$ cat src/rtl/demux_pkg.sv
// Shared types and helpers for the 1-to-N stream demultiplexer.
package demux_pkg;

    typedef enum logic {ST_EMPTY, ST_FULL} state_t;

    localparam int unsigned ONEHOT_MAX = 64;

    // Out-of-range selects decode to all-zero so a bad index can never raise a valid.
    function automatic logic [ONEHOT_MAX-1:0] onehot(input int unsigned sel, input int unsigned n);
        logic [ONEHOT_MAX-1:0] v;
        v = ONEHOT_MAX'(1) << sel;
        if (sel >= n) begin
            v = '0;
        end
        return v;
    endfunction

    function automatic bit sel_fits(input int unsigned sel_w, input int unsigned n_ch);
        return (64'(1) << sel_w) >= 64'(n_ch);
    endfunction

endpackage

$ cat src/rtl/demux_ch_counter.sv
// Saturating per-channel transfer counter; sticks at all-ones instead of wrapping.
module demux_ch_counter #(
    parameter int CNT_W = 16
) (
    input  logic             clk,
    input  logic             rst_n,
    input  logic             inc,
    output logic [CNT_W-1:0] cnt
);

    logic [CNT_W-1:0] r_cnt;

    always_ff @(posedge clk or negedge rst_n) begin
        if (!rst_n) begin
            r_cnt <= '0;
        end else if (inc && (r_cnt != '1)) begin
            r_cnt <= r_cnt + CNT_W'(1);
        end
    end

    assign cnt = r_cnt;

endmodule

$ cat src/rtl/demux_1xn_stream.sv
// Registered 1-to-N valid/ready demultiplexer with a one-word output buffer,
// per-channel transfer counters and sticky bad-select detection.
module demux_1xn_stream
    import demux_pkg::*;
#(
    parameter int DATA_W = 8,
    parameter int N_CH   = 4,
    parameter int SEL_W  = 2,
    parameter int CNT_W  = 16
) (
    input  logic                  clk,
    input  logic                  rst_n,
    input  logic                  in_valid,
    output logic                  in_ready,
    input  logic [SEL_W-1:0]      in_sel,
    input  logic [DATA_W-1:0]     in_data,
    output logic [N_CH-1:0]       out_valid,
    input  logic [N_CH-1:0]       out_ready,
    output logic [DATA_W-1:0]     out_data,
    output logic [N_CH*CNT_W-1:0] ch_count,
    output logic                  sel_err,
    input  logic                  err_clr
);

    generate
        if (!sel_fits(SEL_W, N_CH) || N_CH < 2 || N_CH > int'(ONEHOT_MAX)) begin : g_bad_params
            $error("demux_1xn_stream: SEL_W too small for N_CH, or N_CH out of range");
        end
    endgenerate

    localparam logic [SEL_W:0] LP_N_CH = (SEL_W+1)'(N_CH);

    state_t              r_state;
    state_t              w_state_nxt;
    logic [SEL_W-1:0]    r_hold_sel;
    logic [DATA_W-1:0]   r_hold_data;
    logic                r_sel_err;
    logic                w_full;
    logic                w_xfer;
    logic                w_accept;
    logic                w_bad;
    logic                w_load;

    assign w_full    = (r_state == ST_FULL);
    assign out_valid = w_full ? N_CH'(onehot(32'(r_hold_sel), N_CH)) : '0;
    assign out_data  = r_hold_data;

    // in_ready is the only path from out_ready; it lets a draining buffer refill in the same cycle.
    assign w_xfer   = |(out_valid & out_ready);
    assign in_ready = !w_full || w_xfer;
    assign w_accept = in_valid && in_ready;
    assign w_bad    = ({1'b0, in_sel} >= LP_N_CH);
    assign w_load   = w_accept && !w_bad;

    always_comb begin
        w_state_nxt = r_state;
        case (r_state)
            ST_EMPTY: if (w_load) w_state_nxt = ST_FULL;
            ST_FULL: begin
                if (w_load) begin
                    w_state_nxt = ST_FULL;
                end else if (w_xfer) begin
                    w_state_nxt = ST_EMPTY;
                end
            end
            default:  w_state_nxt = ST_EMPTY;
        endcase
    end

    always_ff @(posedge clk or negedge rst_n) begin
        if (!rst_n) begin
            r_state <= ST_EMPTY;
        end else begin
            r_state <= w_state_nxt;
        end
    end

    // Buffer keeps its last word while EMPTY; bad-select words never reach it.
    always_ff @(posedge clk or negedge rst_n) begin
        if (!rst_n) begin
            r_hold_sel  <= '0;
            r_hold_data <= '0;
        end else if (w_load) begin
            r_hold_sel  <= in_sel;
            r_hold_data <= in_data;
        end
    end

    always_ff @(posedge clk or negedge rst_n) begin
        if (!rst_n) begin
            r_sel_err <= 1'b0;
        end else if (w_accept && w_bad) begin
            r_sel_err <= 1'b1;
        end else if (err_clr) begin
            r_sel_err <= 1'b0;
        end
    end

    assign sel_err = r_sel_err;

    generate
        for (genvar k = 0; k < N_CH; k++) begin : g_cnt
            logic [CNT_W-1:0] w_cnt;
            demux_ch_counter #(
                .CNT_W (CNT_W)
            ) u_cnt (
                .clk   (clk),
                .rst_n (rst_n),
                .inc   (out_valid[k] & out_ready[k]),
                .cnt   (w_cnt)
            );
            assign ch_count[k*CNT_W +: CNT_W] = w_cnt;
        end
    endgenerate

endmodule

$ cat config.mk
export PLATFORM = sky130hd
export DESIGN_NAME = demux_1xn_stream
export DESIGN_NICKNAME = d
export VERILOG_FILES = /design/src/rtl/demux_pkg.sv /design/src/rtl/demux_ch_counter.sv /design/src/rtl/demux_1xn_stream.sv
export SDC_FILE = /design/constraint.sdc
export NUM_CORES = 1
export LEC_CHECK = 0
export ABC_AREA = 1
export BUFFER_PORTS_ARGS = -buffer_cell sky130_fd_sc_hd__buf_4
export CAP_MARGIN = 20
export CORE_ASPECT_RATIO = 1.5
export CORE_MARGIN = 3
export CORE_UTILIZATION = 55
export DETAILED_ROUTE_END_ITERATION = 8
export PLACE_DENSITY = 0.87
export SETUP_SLACK_MARGIN = 0.4
export SLEW_MARGIN = 20
export SYNTH_ARGS = -nofsm -noshare
export SYNTH_HDL_FRONTEND = slang
export SYNTH_SLANG_ARGS = --single-unit
$ cat constraint.sdc
create_clock -name clk -period 1.8 [get_ports clk]
set_input_delay 0.09 -clock clk [delete_from_list [all_inputs] [get_ports clk]]
set_output_delay 0.09 -clock clk [all_outputs]
set_load 0.05 [all_outputs]
# Word level (Yosys, flattened, before mapping)

Cells that the tools add are included.
W data, S select, Z words.

Add/sub/neg operators: 4
Eq/ne operators: 4
Shift-type cells: 1
Muxes and demuxes: 5
Bitwise operators: 6
Reductions and logical operators: 8

Operators with widths:

| cell                    | count |
|---|---|
| $add A16 B1 Y16 const B | 4 |
| $ne A16 B16 Y1 const B  | 4 |
| $logic_and A1 B1 Y1     | 5 |
| $and A1 B1 Y1           | 4 |
| $and A4 B4 Y4           | 1 |
| $mux W4                 | 1 |
| $reduce_or A4 Y1        | 1 |
| $shl A1 B2 Y4 const A   | 1 |
| $mux W1                 | 3 |
| $pmux W1 S2             | 1 |
| $logic_not A1 Y1        | 1 |
| $logic_or A1 B1 Y1      | 1 |
| $not A1 Y1              | 1 |

Register bits: 75
Input port bits: 18
Output and inout port bits: 78
Word-level logic and storage cells: 35

# Depth between registers and ports, before layout

Gate-level depths: netlist (run 1).

Depth after elaboration: 8
Depth in mapped cells: 11
Gate-level depth less buffers: 10

# Cells and area by module

Synthesis (run 1) repeated with hierarchy kept, for this count alone.

Cell total of the unflattened synthesis: 663
Area total of the unflattened synthesis: 4,777.1 um^2

Modules (own cells, without submodules):

| module           | times used | cells an instance | area an instance (um^2) | sequential area each (um^2) |
|---|---|---|---|---|
| demux_ch_counter | 4          | 149               | 1,058.5                 | 400.4 |
| demux_1xn_stream | 1          | 67                | 543.0                   | 275.3 |

# Least setup slack after synthesis (run 1)

OpenSTA, ideal clock, no wires.

Kind: reg2reg
From: register g_cnt[2].u_cnt.r_cnt[0]
To: register g_cnt[2].u_cnt.r_cnt[0]
Setup time: 0.066 ns
Arrival: 1.783 ns
Data required time: 1.734 ns
Path slack: -0.049 ns
Stages on the path, launching flop included: 9
Buffers on the path: 1
Period minus slack after synthesis: 1.849 ns
Path through: dfrtp_1 > ha_1 > nand3_2 > nor2_2 > nand3_1 > nand2_2 > buf_6 > nand2_1 > nand2_1

Word-level cells in the longest chain between the ends: 2
Elaborated cells between the ends (all ways): 3
Those cells by class: add/sub (1); eq/ne (1); reduce/logical (1)

Ends and longest elaborated chain:

| what                                                                    | line                   | text |
|---|---|---|
| from (decl)                                                             | demux_ch_counter.sv:11 | `logic [CNT_W-1:0] r_cnt;` |
| from (signal assigned)                                                  | demux_ch_counter.sv:17 | `r_cnt <= r_cnt + CNT_W'(1);` |
| parallel branches: the longest is 2 deep, another holds $add A16 B1 Y16 | --                     |  |

Several ways; the timed one is not identified.
A chain may end at the register's enable or synchronous reset.

# Worst setup path after layout (run 1)

From: register g_cnt[3].u_cnt.r_cnt[7]
To: register g_cnt[3].u_cnt.r_cnt[12]

Word-level cells in the longest chain between the ends: 2
Elaborated cells between the ends (all ways): 3
Those cells by class: add/sub (1); eq/ne (1); reduce/logical (1)

Ends and longest elaborated chain:

| what                                                                    | line |
|---|---|
| from (decl)                                                             | demux_ch_counter.sv:11 |
| from (signal assigned)                                                  | demux_ch_counter.sv:17 |
| parallel branches: the longest is 2 deep, another holds $add A16 B1 Y16 | -- |

Several ways; the timed one is not identified.

==> results of run 1 <==
==> cell families after synthesis <==
group	Yosys count
other	1
DFF	75
buffers and inverters	75
adders and majority gates	4
AOI/OAI and AO/OA	23
xor gates and xnor gates	28
and+or+nand+nor	445
==> per-layer routing <==
layer  wire, um  global-route usage
met5          0                   0
met4        893               0.108
met3       1370              0.0620
met2       8940               0.493
met1       6190               0.348
==> registers in the layout, indices dropped and copies added (netlist names) <==
name and cells:
g_cnt.u_cnt.cnt 64, out_data 8, r_hold_sel 2, r_state 1
==> worst paths after layout <==
check	slack, ns	endpoint
hold reg to reg	0.49	out_data[6]
setup / recovery	0.10	g_cnt[3].u_cnt.cnt[12]
hold / removal	0.04	out_data[0]
max in group asynchronous	0.91	g_cnt[3].u_cnt.cnt[14]
setup reg to reg	0.10	g_cnt[3].u_cnt.cnt[12]
min in group asynchronous	0.24	g_cnt[0].u_cnt.cnt[2]
==> layout by cell type, fill, tap and decap left out, types with 12 or more instances in the layout <==
master	netlist	layout
sky130_fd_sc_hd__nand2_1	292	242
sky130_fd_sc_hd__buf_4	1	153
sky130_fd_sc_hd__dfrtp_2	0	57
sky130_fd_sc_hd__inv_1	59	51
sky130_fd_sc_hd__nor2_1	66	43
sky130_fd_sc_hd__nand2_2	6	36
sky130_fd_sc_hd__nand3_1	44	29
sky130_fd_sc_hd__nand4_1	26	26
sky130_fd_sc_hd__nand2_4	1	21
sky130_fd_sc_hd__dfrtp_1	75	18
sky130_fd_sc_hd__nor2_2	2	16
sky130_fd_sc_hd__xnor2_1	16	16
sky130_fd_sc_hd__nand3_2	2	14
sky130_fd_sc_hd__xor2_1	12	12
==> power breakdown <==
group          internal (mW)  switching, mW
Sequential              2.05          0.461
Clock                   1.01          0.696
Combinational           1.60           2.93
==> layout make-up <==
| type | count | share of cell area |
|---|---|---|
| inverters | 64 | 0.0378 |
| well taps | 102 | 0.0181 |
| repair buffers | 178 | 0.211 |
| multi-input cells | 507 | 0.417 |
| clock buffers | 14 | 0.0374 |
| clock inverters | 2 | 0.00142 |
| repair inverters | 1 | 0.00124 |
| flip-flops and latches | 75 | 0.276 |
==> tightest hold or removal path, stage by stage <==
cell	delay [ns]
sky130_fd_sc_hd__buf_4	0.09
sky130_fd_sc_hd__nand3_2	0.08
sky130_fd_sc_hd__nand2_1	0.08
==> repair_timing <==
item	in CTS	in global routing
setup buffers	27	45
resized for setup	25	115
hold buffers	10	0
pin swaps	14	36
cloned	2	7
hold endpoints to repair	40	0
endpoints found under the setup margin	68	75
==> out/qor.json, run 1 <==
{
  "outcome": "complete, no violations",
  "area_fraction_of_the_dominant_cell_type_after_synthesis": 0.415,
  "synth_top_cells_by_area": "sky130_fd_sc_hd__dfrtp_1 (41%), sky130_fd_sc_hd__nand2_1 (24%), sky130_fd_sc_hd__nor2_1 (5.5%), sky130_fd_sc_hd__inv_1 (4.9%), sky130_fd_sc_hd__nand3_1 (4.9%)",
  "timing.final.ws_setup_ns": 0.104,
  "placement.setup.worst_slack_ns": 0.155,
  "detail-route-antenna-nets": 0,
  "syn_avg_cell_area_um2": 6.95,
  "postLayoutCoreUtil": 0.904,
  "cts_num_sinks": 75,
  "fin_crit_sh": 0.942,
  "cts_max_path_buffers": 2,
  "number_of_enable_type_register_cells_in_the_synthesized_netlist": 0,
  "max_clock_freq_mhz": 590,
  "setup_total_neg_slack_ns": 0,
  "ios": 96,
  "cp.depth": 7,
  "slowest_stage_cell_crit_path": "sky130_fd_sc_hd__dfrtp_2",
  "filler_cell_count": 340,
  "postRouteWirelength_um": 17400,
  "antennaDiodeCount": 0,
  "type_of_the_most_critical_hold_path": "in -> reg",
  "cts_inserted_buffers": 9,
  "critical_path.max_stage_delay_ns": 0.43,
  "drt-pass1-iter-count": 6,
  "die_area_mm2": 0.00937,
  "worst_setup_hold_path_clk_slew_ns": 0.06,
  "timing.setup.critical_path_class": "reg -> reg",
  "worstSetupEndpointType": "flip-flop",
  "stdcell_area_mm2": 0.00706,
  "post_synth_inst_count": 651,
  "synth.ff_latch_count": 75,
  "cp_top_family": "simple AND/OR/NAND/NOR gates",
  "synthMostInstantiatedCell": "sky130_fd_sc_hd__nand2_1",
  "initial_core_util": 0.579,
  "required_ns": 2.02,
  "drc": 0,
  "first_global_vias": 4649,
  "grt_usage": 0.286,
  "dpl.hpwl_um": 8150,
  "insertion_delay_ns": 0.34,
  "hold_viol": 0,
  "power-per-cell-area_mw_per_mm2": 1240,
  "final.setup_skew_ns": 0.00913,
  "synth.net_count": 673,
  "die_y_um": 117,
  "timing.critical_path.fanout_max": 5,
  "fp-row-count": 39,
  "critical_path.cell_chain": "nand2_1 > nor2_1 > nand2_2 > buf_4 > nor2_1 > nand4_1 > nor2b_1",
  "multiInputGateArea_mm2": 0.00294,
  "yosys.cell_types.count": 31,
  "part_of_the_yosys_area_used_for_sequential_elements": 0.415,
  "yosys_most_used_dff": "sky130_fd_sc_hd__dfrtp_1",
  "rsz0062_at_grt": "yes",
  "synth_simple_gate_area_share": 0.412,
  "overflow_after_grt": 0,
  "count_of_buffers_inserted_at_the_top_level_ports": 93,
  "ys.warnings.count": 0,
  "floorplan.core_area_mm2": 0.00781,
  "detail_route.vias_per_cell": 5.96,
  "leakage_nw": 3.37,
  "hold_slack_ns": 0.0387,
  "r2r-start": "g_cnt[3].u_cnt.cnt[7]",
  "worst-endpoint-arrival_ns": 1.91,
  "first_iter_violations": 668,
  "synth.mux.area_fraction": 0,
  "via_count": 5617,
  "gpl.final_weighted_congestion": 0.868,
  "synth_async_sr_flop_share": 1.00,
  "hold_path.startpoint": "in_data[0]",
  "timing.critical_path.from": "g_cnt[3].u_cnt.cnt[7]",
  "synth_largest_area_cell": "sky130_fd_sc_hd__dfrtp_1",
  "crit_path_frequent_cell": "sky130_fd_sc_hd__nor2_1",
  "synth_compound_gate_area_share": 0.0301,
  "clock_tree_root_buffer_cell": "sky130_fd_sc_hd__clkbuf_16",
  "final_layout_size_suffix_gt1_frac": 0.441,
  "post_synth_xor_area_fraction": 0.0542,
  "placed_cell_area_mm2": 0.00550,
  "final_nets": 858,
  "final_period_minus_worst_setup_slack_ns": 1.70,
  "ff_latch_area_mm2": 0.00195,
  "timing.final.setup_violations": 0,
  "tritoncts": "built",
  "number_of_antenna_violations_at_the_first_check_in_global_routing": 0,
  "maximum_level_of_the_cts_h_tree": 3,
  "fp.dieW_um": 80.1,
  "worstHoldPathCells": 3,
  "post_drt_wl_per_cell_um": 18.4,
  "synthToLayoutAreaGrowth_pct": 56.0,
  "syn_area_mm2": 0.00452,
  "irDropWorstVdd_uv": 1210,
  "layout.cells.non_filler": 943,
  "placedCellCount": 836,
  "grt_pass1_wl_um": 21200,
  "start_kind": "flip-flop",
  "finalMaxSlewViolations": 0,
  "main_combinational_cell_family_by_area_after_synthesis": "simple AND/OR/NAND/NOR gates",
  "cap_viol_max_count": 0,
  "critPathBufInv": 1,
  "maximum_number_of_pins_on_one_net_before_global_route_repair": 45,
  "r2r_cells": 7,
  "totalPowerFinal_mw": 8.74,
  "synth.cells.most_frequent": "sky130_fd_sc_hd__nand2_1 (292), sky130_fd_sc_hd__dfrtp_1 (75), sky130_fd_sc_hd__nor2_1 (66), sky130_fd_sc_hd__inv_1 (59), sky130_fd_sc_hd__nand3_1 (44)",
  "synth_fa_ha_area_frac": 0.0111
}
Note: power is estimated with default switching activity, not from simulation.
==> inputs of run 2 (changes only) <==
Settings changed: PLACE_DENSITY 0.87 to unset, PLACE_DENSITY_LB_ADDON set to 0.3.
==> run 2 against run 1 <==
Against the previous run:
- first-iteration DRC count is 9.4% higher
- count of clock-buffer cells in the layout decreased by 4
- critical path depth did not move
- non-clock buffer count down 16
==> out/qor.json, run 2 (synthesis results as in run 1) <==
{
  "timing.final.setup_violations": 0,
  "leakage_nw": 3.32,
  "count_of_buffers_inserted_at_the_top_level_ports": 93,
  "number_of_antenna_violations_at_the_first_check_in_global_routing": 0,
  "postRouteWirelength_um": 18100,
  "fp-row-count": 39,
  "finalMaxSlewViolations": 0,
  "final_nets": 843,
  "insertion_delay_ns": 0.35,
  "grt_pass1_wl_um": 20500,
  "detail-route-antenna-nets": 0,
  "setup_total_neg_slack_ns": 0,
  "overflow_after_grt": 0,
  "cts_num_sinks": 75,
  "crit_path_frequent_cell": "sky130_fd_sc_hd__nand2_1",
  "first_global_vias": 4496,
  "cts_inserted_buffers": 9,
  "final_period_minus_worst_setup_slack_ns": 1.61,
  "start_kind": "flip-flop",
  "ff_latch_area_mm2": 0.00195,
  "die_y_um": 117,
  "drc": 0,
  "timing.setup.critical_path_class": "reg -> reg",
  "filler_cell_count": 346,
  "post_drt_wl_per_cell_um": 19.5,
  "worst-r2r-setup-slack_ns": 0.19,
  "fin_crit_sh": 0.896,
  "clock_tree_root_buffer_cell": "sky130_fd_sc_hd__clkbuf_16",
  "antennaDiodeCount": 0,
  "die_area_mm2": 0.00937,
  "multiInputGateArea_mm2": 0.00300,
  "final_layout_size_suffix_gt1_frac": 0.444,
  "type_of_the_most_critical_hold_path": "in -> reg",
  "final.setup_skew_ns": 0.00597,
  "largest_register_ff_count": 64,
  "worst-endpoint-arrival_ns": 1.85,
  "maximum_number_of_pins_on_one_net_before_global_route_repair": 46,
  "cap_viol_max_count": 0,
  "floorplan.core_area_mm2": 0.00781,
  "critPathBufInv": 0,
  "slowest_stage_cell_crit_path": "sky130_fd_sc_hd__dfrtp_1",
  "gpl.final_weighted_congestion": 0.913,
  "dpl.hpwl_um": 7940,
  "hold_viol": 0,
  "maximum_level_of_the_cts_h_tree": 3,
  "via_count": 5583,
  "totalPowerFinal_mw": 9.22,
  "tritoncts": "built",
  "max_clock_freq_mhz": 620,
  "ios": 96,
  "drt-pass1-iter-count": 5,
  "layout.cells.most_common_list": "sky130_fd_sc_hd__nand2_1 (241), sky130_fd_sc_hd__buf_4 (138), sky130_fd_sc_hd__dfrtp_2 (58), sky130_fd_sc_hd__inv_1 (48), sky130_fd_sc_hd__nand2_2 (42)",
  "cts_max_path_buffers": 2,
  "first_iter_violations": 731,
  "irDropWorstVdd_uv": 1440,
  "timing.critical_path.fanout_max": 7,
  "critical_path.max_stage_delay_ns": 0.52,
  "worstSetupEndpointType": "flip-flop",
  "fp.dieW_um": 80.1,
  "required_ns": 2.04,
  "cp_top_family": "simple AND/OR/NAND/NOR gates",
  "synthToLayoutAreaGrowth_pct": 55.3,
  "outcome": "complete, no violations",
  "power-per-cell-area_mw_per_mm2": 1310,
  "initial_core_util": 0.579,
  "layout_commonest_cell": "sky130_fd_sc_hd__nand2_1",
  "worst_setup_hold_path_clk_slew_ns": 0.07,
  "grt_usage": 0.275,
  "rsz0062_at_grt": "yes",
  "critical_path.cell_chain": "nand2_1 > nor2_1 > nand3_1 > nand2_1 > nand2_1 > nand2_2 > nand2_1",
  "detail_route.vias_per_cell": 6.02
}
==> run 2: final timing paths <==
kind                                              from                      to  depth (start not counted)
worst max-delay path            g_cnt[3].u_cnt.cnt[11]  g_cnt[3].u_cnt.cnt[13]                          7
worst min-delay path                          in_valid             out_data[2]                          3
worst max register to register  g_cnt[3].u_cnt.cnt[11]  g_cnt[3].u_cnt.cnt[13]                          7
worst min register to register             out_data[4]             out_data[4]                          2
max in group asynchronous                        rst_n   g_cnt[3].u_cnt.cnt[2]                          3
min in group asynchronous                        rst_n   g_cnt[0].u_cnt.cnt[3]                          2
==> run 2: report_power, final <==
part	internal, mW	switching [mW]	leakage (nW)	total, mW
sequential	2.05	0.473	0.915	2.52
combinational	1.58	3.06	2.25	4.64
clock	1.25	0.804	0.155	2.06
total	4.88	4.34	3.32	9.22
==> run 2: per-stage QoR <==
stage               instance area (um^2)  cells  utilization  worst slack [ns]  hold slack [ns]
detailed placement                  5500    837        0.705             0.168           0.0586
global placement                    5500    837        0.705             0.203           0.0529
floorplan                           4770    651            -             0.210           -0.206
global route                        7020    928        0.900             0.158           0.0824
CTS                                 6220    887        0.796             0.290           0.0711
finish                              7020    928        0.900             0.187           0.0691
==> run 2: repair_timing <==
item / 4_1_cts / 5_1_grt
setup endpoints to repair: 69 / 77
resized for setup: 26 / 134
setup buffers: 21 / 34
hold endpoints to repair: 40 / 0
hold buffers: 11 / 0
pin swaps: 15 / 39
cloned: 2 / 7
==> run 2: layout make-up <==
| type | instances | area share |
|---|---|---|
| clock inverters | 6 | 0.0126 |
| inverters | 64 | 0.0404 |
| multi-input cells | 508 | 0.427 |
| clock buffers | 10 | 0.0340 |
| well taps | 102 | 0.0182 |
| flip-flops and latches | 75 | 0.278 |
| repair inverters | 1 | 0.00160 |
| repair buffers | 162 | 0.189 |
==> run 2: layer usage <==
metal  global-route usage  vias to the layer above  routed length, um
met2                0.493                      449               8960
li1                     -                     2387                  -
met5                    0                        -                  0
met4                0.130                        0               1150
met1                0.321                     2625               6420
met3               0.0375                      122               1540
==> run 2: worst reg2reg max path: stages (launching register included) <==
cell                      delay, ns
sky130_fd_sc_hd__dfrtp_1       0.52
sky130_fd_sc_hd__nand2_1       0.15
sky130_fd_sc_hd__nor2_1        0.26
sky130_fd_sc_hd__nand3_1       0.20
sky130_fd_sc_hd__nand2_1       0.15
sky130_fd_sc_hd__nand2_1       0.09
sky130_fd_sc_hd__nand2_2       0.07
sky130_fd_sc_hd__nand2_1       0.06
==> inputs of run 3 (changes only) <==
Settings changed: CORE_MARGIN 3 to unset, REMOVE_ABC_BUFFERS set to 1.
==> run 3 against run 2 <==
Against the previous run:
- global-route usage rose by 2.9 points
- total power down 4.7%
- core utilization is 7.3 points lower
- largest power group unchanged
- worst setup slack improved by 0.0057 ns
- register-to-register slack improved by 0.03 ns
- worst hold slack lost 0.068 ns
- cell area is 5.8% lower
- critical path depth shrank 1
- sequential power fell by 5%
- first-iteration DRC count down 36%
==> out/qor.json, run 3 (synthesis results as in run 1) <==
{
  "drt-pass1-iter-count": 7,
  "grt_pass1_wl_um": 20900,
  "filler_cell_count": 510,
  "rsz0062_at_grt": "yes",
  "cts_num_sinks": 75,
  "worst_setup_hold_path_clk_slew_ns": 0.06,
  "outcome": "complete, no violations",
  "cts_inserted_buffers": 9,
  "type_of_the_most_critical_hold_path": "in -> reg",
  "slowest_stage_cell_crit_path": "sky130_fd_sc_hd__dfrtp_2",
  "ff_latch_area_mm2": 0.00190,
  "layout.cells.most_common_list": "sky130_fd_sc_hd__nand2_1 (272), sky130_fd_sc_hd__buf_4 (134), sky130_fd_sc_hd__dfrtp_1 (57), sky130_fd_sc_hd__inv_1 (53), sky130_fd_sc_hd__nor2_1 (49)",
  "final.setup_skew_ns": 0.00851,
  "required_ns": 1.71,
  "clock_tree_root_buffer_cell": "sky130_fd_sc_hd__clkbuf_16",
  "max_clock_freq_mhz": 622,
  "fp-row-count": 40,
  "timing.final.setup_violations": 0,
  "cap_viol_max_count": 0,
  "multiInputGateArea_mm2": 0.00269,
  "critical_path.cell_chain": "buf_6 > nand4_1 > nand2_1 > nor2_2 > nand2_2 > buf_8",
  "detail_route.vias_per_cell": 5.47,
  "stdcell_area_mm2": 0.00662,
  "fin_crit_sh": 0.893,
  "maximum_number_of_pins_on_one_net_before_global_route_repair": 42,
  "r2r-end": "g_cnt[2].u_cnt.cnt[7]",
  "first_iter_violations": 469,
  "synthToLayoutAreaGrowth_pct": 46.2,
  "worst-endpoint-arrival_ns": 1.52,
  "maximum_level_of_the_cts_h_tree": 3,
  "gpl.final_weighted_congestion": 0.848,
  "floorplan.core_area_mm2": 0.00801,
  "tritoncts": "built",
  "postRouteWirelength_um": 13500,
  "number_of_antenna_violations_at_the_first_check_in_global_routing": 0,
  "timing.critical_path.from": "r_state",
  "worstSetupEndpointType": "output port",
  "start_kind": "flip-flop",
  "fp.dieW_um": 76.1,
  "worstSetupEndpoint": "in_ready",
  "detail-route-antenna-nets": 0,
  "insertion_delay_ns": 0.34,
  "placed_cell_area_mm2": 0.00538,
  "ios": 96,
  "final_period_minus_worst_setup_slack_ns": 1.61,
  "power-per-cell-area_mw_per_mm2": 1330,
  "leakage_nw": 3.22,
  "count_of_buffers_inserted_at_the_top_level_ports": 93,
  "r2r_cells": 7,
  "placement.setup.worst_slack_ns": -0.0240,
  "antennaDiodeCount": 0,
  "critical_path.max_stage_delay_ns": 0.45,
  "hold_viol": 0,
  "r2r-start": "r_state",
  "final_layout_size_suffix_gt1_frac": 0.324,
  "via_count": 5056,
  "largest_register_ff_count": 64,
  "timing.critical_path.fanout_max": 4,
  "finalMaxSlewViolations": 0,
  "die_area_mm2": 0.00860,
  "dpl.hpwl_um": 7900,
  "cts_max_path_buffers": 2,
  "die_y_um": 113,
  "irDropWorstVdd_uv": 1510,
  "first_global_vias": 4707,
  "drc": 0,
  "initial_core_util": 0.565,
  "post_drt_wl_per_cell_um": 14.7,
  "final_nets": 837,
  "grt_usage": 0.304,
  "layout_commonest_cell": "sky130_fd_sc_hd__nand2_1",
  "timing.final.ws_setup_ns": 0.192,
  "timing.setup.critical_path_class": "reg -> out",
  "overflow_after_grt": 0,
  "worst-r2r-setup-slack_ns": 0.22
}
-- run 3: cell count changes in the layout (fill, tap and decap cells not counted), moves of 10 or more --
cell | before | now
sky130_fd_sc_hd__dfrtp_2 | 58 | 18
sky130_fd_sc_hd__nand2_1 | 241 | 272
sky130_fd_sc_hd__dfrtp_1 | 17 | 57
sky130_fd_sc_hd__nand2_8 | 12 | 2
sky130_fd_sc_hd__nand2_2 | 42 | 19
sky130_fd_sc_hd__nor2_2 | 21 | 11
-- run 3: what timing repair did --
item / CTS / global route
setup endpoints to repair: 71 / 77
setup buffers: 25 / 14
hold endpoints to repair: 41 / 0
hold buffers: 8 / 0
gates cloned: 4 / 4
gates resized for setup: 68 / 64
pin swaps: 21 / 15
-- run 3: cell type report --
| cell class | count | share of cell area |
|---|---|---|
| Multi-Input combinational cell | 507 | 0.407 |
| Sequential cell | 75 | 0.287 |
| Timing Repair Buffer | 158 | 0.200 |
| Inverter | 64 | 0.0397 |
| Clock buffer | 13 | 0.0378 |
| Tap cell | 105 | 0.0199 |
| Clock inverter | 2 | 0.00908 |
-- run 3: per-layer routing --
metal / vias up / global-route usage / wire, um
met5: - / 0 / 0
met3: 61 / 0.0427 / 780
met1: 2374 / 0.347 / 5100
met4: 0 / 0.173 / 569
met2: 244 / 0.544 / 7100
li1: 2377 / - / -
-- run 3: worst min-delay path by stage --
stage	startpoint	end	slack, ns	cells after the start
2_1_floorplan	rst_n	g_cnt[0].u_cnt.cnt[0]	-0.21	0
3_3_place_gp	rst_n	g_cnt[1].u_cnt.cnt[6]	0.07	1
3_5_place_dp	rst_n	g_cnt[1].u_cnt.cnt[6]	0.08	1
4_1_cts	in_data[3]	out_data[3]	0.001	3
5_1_grt	in_data[6]	out_data[6]	0.006	3
6_report	in_data[6]	out_data[6]	0.0006	3
-- run 3: through the flow --
| step | setup TNS (ns) | instances | total power [mW] | hold WS [ns] | util |
|---|---|---|---|---|---|
| final | 0 | 924 | 8.79 | 0.000571 | 0.826 |
| after global routing | 0 | 924 | 9.19 | 0.00613 | 0.826 |
| after CTS | 0 | 906 | 8.32 | 0.00132 | 0.783 |
| after detailed placement | -0.145 | 854 | 5.70 | 0.0773 | 0.672 |
| after global placement | 0 | 854 | 5.59 | 0.0715 | 0.672 |
| after floorplan | -4.05 | 640 | 4.55 | -0.206 | - |
-- run 3: power by group --
group          internal, mW  switching (mW)
Combinational          1.69            2.81
Sequential             2.02           0.365
Clock                  1.25           0.662
-- run 3: critical path: cells and delay by family, from the launching register on --
kind | cells | cell delay (ns)
AND/OR/NAND/NOR | 4 | 0.44
flip-flops | 1 | 0.45
buffers and inverters | 2 | 0.29
